## config.mk

```make
export PLATFORM = sky130hd
export DESIGN_NAME = cache_line_xfer
export DESIGN_NICKNAME = d
export VERILOG_FILES = /design/src/rtl/cache_pkg.sv /design/src/rtl/cache_line_xfer.sv
export SDC_FILE = /design/constraint.sdc
export NUM_CORES = 1
export LEC_CHECK = 0
export CAP_MARGIN = 20
export CORE_AREA = 3 3 209 211
export CTS_CLUSTER_DIAMETER = 200
export CTS_CLUSTER_SIZE = 28
export DETAILED_ROUTE_END_ITERATION = 10
export DIE_AREA = 0 0 212 214
export GPL_TIMING_DRIVEN = 0
export PLACE_DENSITY_LB_ADDON = 0.25
export SLEW_MARGIN = 30
export SYNTH_ARGS = -nofsm -noshare
export SYNTH_HDL_FRONTEND = slang
export SYNTH_SLANG_ARGS = --single-unit
```

## constraint.sdc

```tcl
create_clock -name clk -period 4.45 [get_ports clk]
set_clock_uncertainty 0.05 [all_clocks]
set_input_delay 0.89 -clock clk [delete_from_list [all_inputs] [get_ports clk]]
set_output_delay 0.89 -clock clk [all_outputs]
set_load 0.1 [all_outputs]
```

## src/rtl/cache_pkg.sv

```systemverilog
// Shared types and geometry for the L1 line-transfer engine.
// Line = 64 B split into eight 8 B beats; 64 sets.
package cache_pkg;

  localparam int LINE_BYTES = 64;
  localparam int BEAT_BYTES = 8;
  localparam int BEATS      = 8;
  localparam int SET_W      = 6;
  localparam int OFF_W      = 6;
  localparam int BEAT_W     = 3;

  typedef enum logic [2:0] {
    S_IDLE    = 3'd0,
    S_CMD     = 3'd1,
    S_REFILL  = 3'd2,
    S_WB_DATA = 3'd3,
    S_WB_ACK  = 3'd4
  } xfer_state_t;

  // RAM byte address of one beat inside a set: {52'b0, set, beat, 3'b0}
  function automatic logic [63:0] ram_beat_addr(input logic [SET_W-1:0] set,
                                                input logic [BEAT_W-1:0] beat);
    return {52'd0, set, beat, 3'd0};
  endfunction

endpackage

```

## src/rtl/cache_line_xfer.sv

```systemverilog
// Whole-line refill (memory -> cache RAM) and writeback (cache RAM -> memory)
// engine, driven by the cache controller through one valid/ready request port.
module cache_line_xfer
  import cache_pkg::*;
#(
  parameter int BEATS = 8
) (
  input  logic        clk,
  input  logic        rst_n,
  input  logic        req_valid,
  output logic        req_ready,
  input  logic        req_wb,
  input  logic [63:0] req_mem_addr,
  input  logic [5:0]  req_set,
  output logic        done,
  output logic        ram_wen,
  output logic [3:0]  ram_write_mask,
  output logic [63:0] ram_w_addr,
  output logic [63:0] ram_r_addr,
  output logic [63:0] ram_data_in,
  input  logic [63:0] ram_data_out,
  output logic        mem_cmd_valid,
  input  logic        mem_cmd_ready,
  output logic        mem_cmd_we,
  output logic [63:0] mem_cmd_addr,
  input  logic        mem_rd_valid,
  output logic        mem_rd_ready,
  input  logic [63:0] mem_rd_data,
  output logic        mem_wr_valid,
  input  logic        mem_wr_ready,
  output logic [63:0] mem_wr_data,
  output logic        mem_wr_last,
  input  logic        mem_wr_ack
);

  xfer_state_t         r_state;
  xfer_state_t         w_next;
  logic [BEAT_W-1:0]   r_beat;
  logic                r_wb;
  logic [63-OFF_W:0]   r_line;
  logic [SET_W-1:0]    r_set;
  logic                r_done;
  logic                w_accept;
  logic                w_rd_beat;
  logic                w_wr_beat;
  logic                w_last_beat;
  logic                w_unused_addr_lsb;

  assign w_unused_addr_lsb = ^req_mem_addr[OFF_W-1:0];
  assign w_last_beat       = (r_beat == BEAT_W'(BEATS - 1));
  assign w_accept          = (r_state == S_IDLE) && req_valid;
  assign w_rd_beat         = (r_state == S_REFILL) && mem_rd_valid;
  assign w_wr_beat         = (r_state == S_WB_DATA) && mem_wr_ready;
  assign done              = r_done;

  // state register
  always_ff @(posedge clk or negedge rst_n) begin
    if (!rst_n) r_state <= S_IDLE;
    else        r_state <= w_next;
  end

  // request latch, beat counter (wraps 7->0 at line end) and done pulse
  always_ff @(posedge clk or negedge rst_n) begin
    if (!rst_n) begin
      r_beat <= '0;
      r_wb   <= 1'b0;
      r_line <= '0;
      r_set  <= '0;
      r_done <= 1'b0;
    end else begin
      r_done <= (w_rd_beat && w_last_beat) || ((r_state == S_WB_ACK) && mem_wr_ack);
      if (w_accept) begin
        r_wb   <= req_wb;
        r_line <= req_mem_addr[63:OFF_W];
        r_set  <= req_set;
        r_beat <= '0;
      end else if (w_rd_beat || w_wr_beat) begin
        r_beat <= r_beat + BEAT_W'(1);
      end
    end
  end

  // next-state logic
  always_comb begin
    w_next = r_state;
    case (r_state)
      S_IDLE:    if (req_valid) w_next = S_CMD; else w_next = S_IDLE;
      S_CMD: begin
        if (mem_cmd_ready) w_next = r_wb ? S_WB_DATA : S_REFILL;
        else               w_next = S_CMD;
      end
      S_REFILL:  if (mem_rd_valid && w_last_beat) w_next = S_IDLE;   else w_next = S_REFILL;
      S_WB_DATA: if (mem_wr_ready && w_last_beat) w_next = S_WB_ACK; else w_next = S_WB_DATA;
      S_WB_ACK:  if (mem_wr_ack) w_next = S_IDLE; else w_next = S_WB_ACK;
      default:   w_next = S_IDLE;
    endcase
  end

  // output decode; everything idles at zero outside its own state
  always_comb begin
    req_ready      = 1'b0;
    mem_cmd_valid  = 1'b0;
    mem_cmd_we     = 1'b0;
    mem_cmd_addr   = '0;
    mem_rd_ready   = 1'b0;
    ram_wen        = 1'b0;
    ram_write_mask = '0;
    ram_w_addr     = '0;
    ram_r_addr     = '0;
    ram_data_in    = '0;
    mem_wr_valid   = 1'b0;
    mem_wr_data    = '0;
    mem_wr_last    = 1'b0;
    case (r_state)
      S_IDLE: req_ready = 1'b1;
      S_CMD: begin
        mem_cmd_valid = 1'b1;
        mem_cmd_we    = r_wb;
        mem_cmd_addr  = {r_line, {OFF_W{1'b0}}};
      end
      S_REFILL: begin
        mem_rd_ready = 1'b1;
        ram_w_addr   = ram_beat_addr(r_set, r_beat);
        if (mem_rd_valid) begin
          ram_wen        = 1'b1;
          ram_write_mask = 4'd8;
          ram_data_in    = mem_rd_data;
        end else begin
          ram_wen        = 1'b0;
          ram_write_mask = 4'd0;
          ram_data_in    = 64'd0;
        end
      end
      S_WB_DATA: begin
        ram_r_addr   = ram_beat_addr(r_set, r_beat);
        mem_wr_valid = 1'b1;
        mem_wr_data  = ram_data_out;
        mem_wr_last  = w_last_beat;
      end
      S_WB_ACK: req_ready = 1'b0;
      default:  req_ready = 1'b0;
    endcase
  end

endmodule

```

[Yosys cells after proc, flatten, opt, wreduce, memory -nomap -nowiden]
Cells that the tools add are included.
Word-level totals
  output and inout port bits: 332
  logic and storage cells: 48
  flip-flop bits (word level): 72
  input port bits: 206
Operators by class
  eq/ne operators: 5
  reduce and logical (&&, ||, !) cells: 11
  add/subtract/negate cells: 1
  muxes and demuxes: 25
Operators by type and width (count)
  $mux 64: 4
  $mux 12: 2
  $pmux 3 s5: 1
  $mux 3: 4
  $mux 1: 10
  $mux 4: 2
  $logic_and 1x1->1: 7
  $eq 3x2->1 const B: 2
  $eq 3x3->1 const B: 2
  $mux 2: 2
  $add 3x1->3 const B: 1
  $eq 3x1->1 const B: 1
  $logic_not 3->1: 1
  $logic_or 1x1->1: 2
  $reduce_bool 2->1: 1

[Longest topological paths before layout]
Gate-level depths: netlist (run 1).
  depth in word-level cells: 5
  gate-level depth with buffers: 6
  gate-level depth less buffers: 4

[Worst setup path before layout (run 1)]
No wires, ideal clock.
  path kind: input to output
  from: input port mem_rd_valid
  to: output port ram_data_in[54]
  setup slack: 0.507 ns
  cell stages on the path: 4
  required time: 3.510 ns
  path buffers: 1
  arrival time: 3.003 ns
  cells stage by stage: inv_1 > nor3_1 > clkbuf_1 > and2_1
Between the ends
  cells in the longest elaborated chain, start to end: 2
Ends and longest elaborated chain
  from (decl): RTL line cache_line_xfer.sv:26  | input logic mem_rd_valid,
  $mux 64: RTL line cache_line_xfer.sv:124  | if (mem_rd_valid) begin
  $mux 64: RTL line cache_line_xfer.sv:114  | case (r_state)
  to (decl): RTL line cache_line_xfer.sv:20  | output logic [63:0] ram_data_in,
No other way between the ends.

[Worst setup path in the final report (run 1)]
  from: input port mem_rd_valid
  to: output port ram_data_in[56]
Same word-level chain as after synthesis.

==> results of run 1 <==
-- what timing repair did --
item	CTS	global route
setup endpoints to repair	84	0
hold endpoints to repair	0	0
resized for setup	183	0
-- power groups by stage --
stage	sequential (mW)	clock, mW	combinational, mW
finish	1.15	0.855	5.66
global route	1.19	0.913	5.88
CTS	1.15	0.893	5.73
detailed placement	1.16	0	5.80
global placement	1.15	0	5.81
floorplan	1.09	0	4.46
-- cell type report --
cell class                 count  area (um^2)  share of cell area, %
timing repair buffer         414         4100                   38.3
multi-input combinational    423         2700                   25.3
sequential                    72         1800                   16.8
buffer                       158         1070                   9.98
tap                          539          674                   6.31
clock buffer                   9          225                   2.11
clock inverter                 7          118                   1.10
inverter                       1         3.75                 0.0351
antenna                        1         2.50                 0.0234
-- kinds of logic after synthesis --
kind of cell | count (synthesis)
compound gates | 12
mux | 67
buf+inv | 159
flops | 72
simple gates | 223
other cells | 1
fa+ha+maj | 2
-- routing by layer --
layer | track usage (%) | vias up | wire, um
met4 | 2.08 | 4 | 188
met3 | 4.63 | 16 | 2900
met2 | 20.2 | 286 | 13500
met1 | 11.5 | 2415 | 9780
li1 | - | 2606 | -
met5 | 0 | - | 22
-- critical path: stages --
cell	delay (ns)
clkdlybuf4s50_1	0.57
inv_1	0.10
nor3_2	0.27
clkbuf_1	0.42
and2_1	0.22
dlygate4sd2_1	0.86
-- worst max path at each step --
stage | from | endpoint | slack (ns) | depth (start not counted)
2_1_floorplan | mem_rd_valid | ram_data_in[54] | 0.51 | 4
5_1_grt | r_state[1] | mem_wr_data[49] | 0.03 | 5
3_3_place_gp | rst_n | r_line[4] | -0.63 | 1
3_5_place_dp | mem_rd_valid | ram_data_in[31] | -0.65 | 7
4_1_cts | r_state[0] | ram_r_addr[9] | 0.1 | 4
6_report | mem_rd_valid | ram_data_in[56] | 0.18 | 6
-- cells in the final DEF (no fill, tap or decap), types with 4 or more instances in the layout --
cell | Yosys | routed
dlygate4sd2_1 | 0 | 36
mux2_2 | 60 | 60
and2_1 | 134 | 134
clkbuf_1 | 29 | 29
nand3_1 | 4 | 4
and3_1 | 74 | 74
mux2_1 | 6 | 6
o21ai_0 | 4 | 4
a21oi_1 | 5 | 5
clkbuf_16 | 0 | 9
dfrtp_1 | 72 | 72
buf_4 | 120 | 121
clkdlybuf4s50_1 | 0 | 312
conb_1 | 1 | 119
buf_2 | 6 | 21
clkdlybuf4s15_2 | 0 | 47
-- state kept, by name, summed over array words and instances (netlist names) --
name and count:
r_line 58, r_wb 1, r_set 6, r_beat 3, r_state 3, done 1
==> impl_metrics.py, run 1 <==
metrics = {
    "logic_synthesis": {
        "yosysWarningCount": 0,
        "synth_top_family_by_area": "simple AND/OR/NAND/NOR gates",
        "yosysMostFrequentCell": "and2_1",
        "yosys.area.top_type": "dfrtp_1",
        "syn_area_per_cell_um2": 9.55,
        "synth-seq-cells": 72,
        "syn_inst": 536,
        "synthTopCellsByArea": "dfrtp_1 35%, buf_4 18%, and2_1 16%",
        "synth_common_cells": "134 x and2_1, 120 x buf_4, 74 x and3_1, 72 x dfrtp_1, 60 x mux2_2",
        "synth_flop_cell": "dfrtp_1",
        "seq_area_frac_synth_pct": 35.2,
        "synth_compound_gate_area_share_pct": 1.42,
        "syn-cell-area_um2": 5120,
        "async_reset_ff_share_pct": 100,
        "synthAdderAreaFrac_pct": 0.489,
        "synthMuxAreaShare_pct": 14.7,
        "ys_types": 30,
        "synthSimpleGateAreaFrac_pct": 27.2,
        "yosys.area_share.xor_xnor_pct": 0,
        "synth_top_area_share_pct": 35.2,
        "synth-edff-count": 0,
    },
    "power_and_ir_drop": {
        "combPwrFrac_pct": 73.9,
        "seq_power_share_pct": 15.0,
        "net-switching-power_mw": 4.82,
        "p_leak_nw": 5.03,
        "totalPowerFinal_mw": 7.66,
        "swShare_pct": 63.0,
        "power.internal_mw": 2.83,
        "powerDensity_nw_per_um2": 716,
        "clockPowerShare_pct": 11.2,
        "ir_drop_uv": 269,
    },
    "setup_path": {
        "r2r_start": "r_state[1]",
        "cp_max_fo": 11,
        "r2r_slack_ns": 2.45,
        "r2r-end": "r_line[17]",
        "crit_type": "primary input to output pin",
        "cp-start-kind": "primary input",
        "rr_worst_depth": 6,
        "cp-end-kind": "output pin",
        "critical_path_arrival_ns": 3.33,
        "crit_required_ns": 3.51,
    },
    "detailed_routing": {
        "viasPerCell": 3.28,
        "wl_um": 26400,
        "drcViolationCount": 0,
        "initialDrtViolationCount": 135,
        "vias": 5327,
        "wl_per_cell_um": 16.3,
        "drt_pass1_iterations": 4,
        "ant_nets": 0,
    },
    "sta": {
        "worst_pin_slew_ns": 1.03,
        "slew_violations": 0,
        "whs_ns": 0.331,
        "final.setup.worst_slack_ns": 0.178,
        "final-hold-violation-count": 0,
        "period_needed_ns": 4.27,
        "maxSlewHeadroom_pct": 31.1,
        "period_share_pct": 96.0,
        "fmax_mhz": 234,
        "finalSetupViolations": 0,
        "rsz0062_at_grt": "false",
        "finalSetupTns_ns": 0,
    },
    "global_routing": {
        "grt_pass1_wl_um": 36600,
        "grt_max_degree": 56,
        "antenna_found_initial": 2,
        "grt.total_usage_pct": 10.9,
        "grt_pass1_vias": 5300,
        "grt_remaining_overflow": 0,
    },
    "clock_network": {
        "numCtsBuffers": 9,
        "clkSinkCount": 72,
        "postCtsHoldBufs": 0,
        "clkTransAtPathRegs_ns": 0.06,
        "cts-root-buf": "clkbuf_16",
        "clkLatencyLatePin_ns": 0.34,
        "h-tree-depth": 3,
        "post_cts_buffers": 0,
        "clockBufferDepth": 2,
        "cts_tree": "yes",
    },
    "placed_design": {
        "dp.cells": 1607,
        "port_buffers": 412,
        "dp_hpwl_um": 22500,
        "place_congestion": 0.781,
        "pre_cts_slack_ns": -0.647,
        "placed_area_um2": 10300,
    },
    "floorplan": {
        "rows": 75,
        "fp.dieW_um": 212,
        "start_util_pct": 12.2,
        "ioPinCount": 538,
        "fp.dieH_um": 214,
        "design.die.area_um2": 45400,
        "core_um2": 41900,
    },
    "layout": {
        "utilization_pct": 25.5,
        "fillers": 4566,
        "area_growth_pct": 109,
        "drive_above_1_share_pct": 25.4,
        "post-route-cell-area_um2": 10700,
        "nNetsFinal": 1287,
        "finalNonFillerCells": 1624,
    },
    "hold_path": {
        "hp-class": "primary input to async pin",
    },
    "outcome": {
        "outcome": "complete, no violations",
    },
    "flow_run": {
        "maxCapViolCount": 0,
    },
}
(Power assumes the default switching activity.)
==> inputs of run 2 (changes only) <==
--- a/config.mk
+++ b/config.mk
@@ -5,6 +5,7 @@
 export SDC_FILE = /design/constraint.sdc
 export NUM_CORES = 1
 export LEC_CHECK = 0
+export ABC_CLOCK_PERIOD_IN_PS = 4450
 export CAP_MARGIN = 20
 export CORE_AREA = 3 3 209 211
 export CTS_CLUSTER_DIAMETER = 200
==> results of run 2 <==
The final DEF is identical to that of run 1; final timing and power are the same.
==> inputs of run 3 (changes only) <==
--- a/config.mk
+++ b/config.mk
@@ -5,7 +5,7 @@
 export SDC_FILE = /design/constraint.sdc
 export NUM_CORES = 1
 export LEC_CHECK = 0
-export ABC_CLOCK_PERIOD_IN_PS = 4450
+export ABC_CLOCK_PERIOD_IN_PS = 4250
 export CAP_MARGIN = 20
 export CORE_AREA = 3 3 209 211
 export CTS_CLUSTER_DIAMETER = 200
==> constraint.sdc (replaced) <==
create_clock -name clk -period 4.25 [get_ports clk]
set_clock_uncertainty 0.05 [all_clocks]
set_input_delay 0.85 -clock clk [delete_from_list [all_inputs] [get_ports clk]]
set_output_delay 0.85 -clock clk [all_outputs]
set_load 0.1 [all_outputs]
==> impl_metrics.py, run 3 (synthesized netlist as in run 1, its figures left out) <==
metrics = {
    "sta": {
        "period_needed_ns": 4.12,
        "final-hold-violation-count": 0,
        "maxSlewHeadroom_pct": 31.1,
        "period_share_pct": 96.8,
        "worst_pin_slew_ns": 1.03,
        "finalSetupViolations": 0,
        "fmax_mhz": 243,
        "slew_violations": 0,
        "rsz0062_at_grt": "false",
    },
    "floorplan": {
        "design.die.area_um2": 45400,
        "start_util_pct": 12.2,
        "ioPinCount": 538,
        "fp.dieW_um": 212,
        "core_um2": 41900,
        "fp.dieH_um": 214,
        "rows": 75,
    },
    "global_routing": {
        "grt_remaining_overflow": 0,
        "met3_usage_pct": 4.63,
        "grt_max_degree": 56,
        "grt-busiest-layer": "met2",
        "grt_pass1_vias": 5300,
        "grt_pass1_wl_um": 36600,
        "grt.total_usage_pct": 10.9,
        "antenna_found_initial": 2,
        "use_met1_pct": 11.5,
        "use_met2_pct": 20.2,
    },
    "setup_path": {
        "crit_type": "primary input to output pin",
        "cp_max_fo": 11,
        "critical_path.startpoint": "mem_rd_valid",
        "cp-start-kind": "primary input",
        "crit_required_ns": 3.35,
        "r2r_slack_ns": 2.26,
        "r2r_start": "r_state[1]",
        "cp-end-kind": "output pin",
        "critical_path_arrival_ns": 3.22,
    },
    "placed_design": {
        "dp_hpwl_um": 22500,
        "place_congestion": 0.781,
        "port_buffers": 412,
        "placed_area_um2": 10300,
    },
    "clock_network": {
        "clkSinkCount": 72,
        "cts_tree": "yes",
        "cts-root-buf": "clkbuf_16",
        "clockBufferDepth": 2,
        "h-tree-depth": 3,
        "clkTransAtPathRegs_ns": 0.06,
        "clkLatencyLatePin_ns": 0.34,
        "postCtsHoldBufs": 0,
        "post_cts_buffers": 0,
        "numCtsBuffers": 9,
    },
    "layout": {
        "top_register": "r_line",
        "fillers": 4587,
        "post-route-cell-area_um2": 10500,
        "layout_commonest_cell": "clkdlybuf4s50_1",
        "largest_reg_flops": 58,
        "nNetsFinal": 1287,
        "area_growth_pct": 104,
        "largestRegisters": "r_line (58), r_set (6)",
        "drive_above_1_share_pct": 28.0,
        "layout_common_cells": "302 x clkdlybuf4s50_1, 134 x and2_1, 121 x buf_4, 119 x conb_1, 74 x and3_1",
    },
    "detailed_routing": {
        "drt_pass1_iterations": 4,
        "wl_um": 26500,
        "vias": 5340,
        "ant_nets": 0,
        "viasPerCell": 3.29,
        "drcViolationCount": 0,
        "initialDrtViolationCount": 152,
        "wl_per_cell_um": 16.3,
    },
    "power_and_ir_drop": {
        "powerDensity_nw_per_um2": 762,
        "p_leak_nw": 5.08,
        "ir_drop_uv": 282,
        "totalPowerFinal_mw": 7.97,
    },
    "outcome": {
        "outcome": "complete, no violations",
    },
    "flow_run": {
        "maxCapViolCount": 0,
    },
    "hold_path": {
        "hp-class": "primary input to async pin",
    },
}
==> run 3: metrics by stage <==
step | utilization, % | hold slack [ns] | setup TNS, ns | worst slack, ns | std cells
3_5_place_dp | 24.7 | 0.421 | -38.24 | -0.767 | 1607
6_report | 24.9 | 0.288 | 0 | 0.134 | 1624
4_1_cts | 25.5 | 0.277 | 0 | 0.000631 | 1623
3_3_place_gp | 24.7 | 0.414 | -108.64 | -0.787 | 1605
5_1_grt | 24.9 | 0.286 | 0 | 0.000164 | 1623
2_1_floorplan | - | 0.399 | 0 | 0.358 | 654
==> run 3: final cells by class <==
class | instances | area [um^2] | area share (%)
Timing Repair Buffer | 414 | 3860 | 36.9
Multi-Input combinational cell | 423 | 2700 | 25.8
Sequential cell | 72 | 1800 | 17.2
Buffer | 158 | 1070 | 10.2
Tap cell | 539 | 674 | 6.45
Clock buffer | 9 | 225 | 2.15
Clock inverter | 7 | 118 | 1.12
Inverter | 1 | 3.75 | 0.0359
Antenna cell | 1 | 2.50 | 0.0239
==> run 3: path summary, 6_finish.rpt <==
path	endpoint	cells past startpoint
max	ram_write_mask[3]	6
min	r_line[34]	1
max reg2reg	r_line[17]	6
max in group asynchronous	r_line[57]	2
min in group clk	r_line[18]	1
min reg2reg	r_line[18]	1
==> run 3: per-layer routing <==
metal  vias up  part of all wire (%)
met3        19                    11
met1      2414                    37
li1       2608                     -
met4         4                  0.75
met5         -                  0.11
met2       295                    51
==> run 3: repair_timing <==
item	in CTS	in global routing
gates resized for setup	189	110
hold endpoints to repair	0	0
endpoints found under the setup margin	98	63
==> run 3: report_power, final <==
group / switching [mW] / internal, mW / total (mW)
Sequential: 0.179 / 1.02 / 1.20
Clock: 0.323 / 0.575 / 0.897
Combinational: 4.55 / 1.32 / 5.87
Total: 5.05 / 2.91 / 7.97
==> run 3: worst max-delay path, stage by stage <==
cell             delay (ns)
clkdlybuf4s50_1        0.57
inv_1                  0.09
nor3_2                 0.28
clkbuf_1               0.42
buf_4                  0.19
clkdlybuf4s15_1        0.81
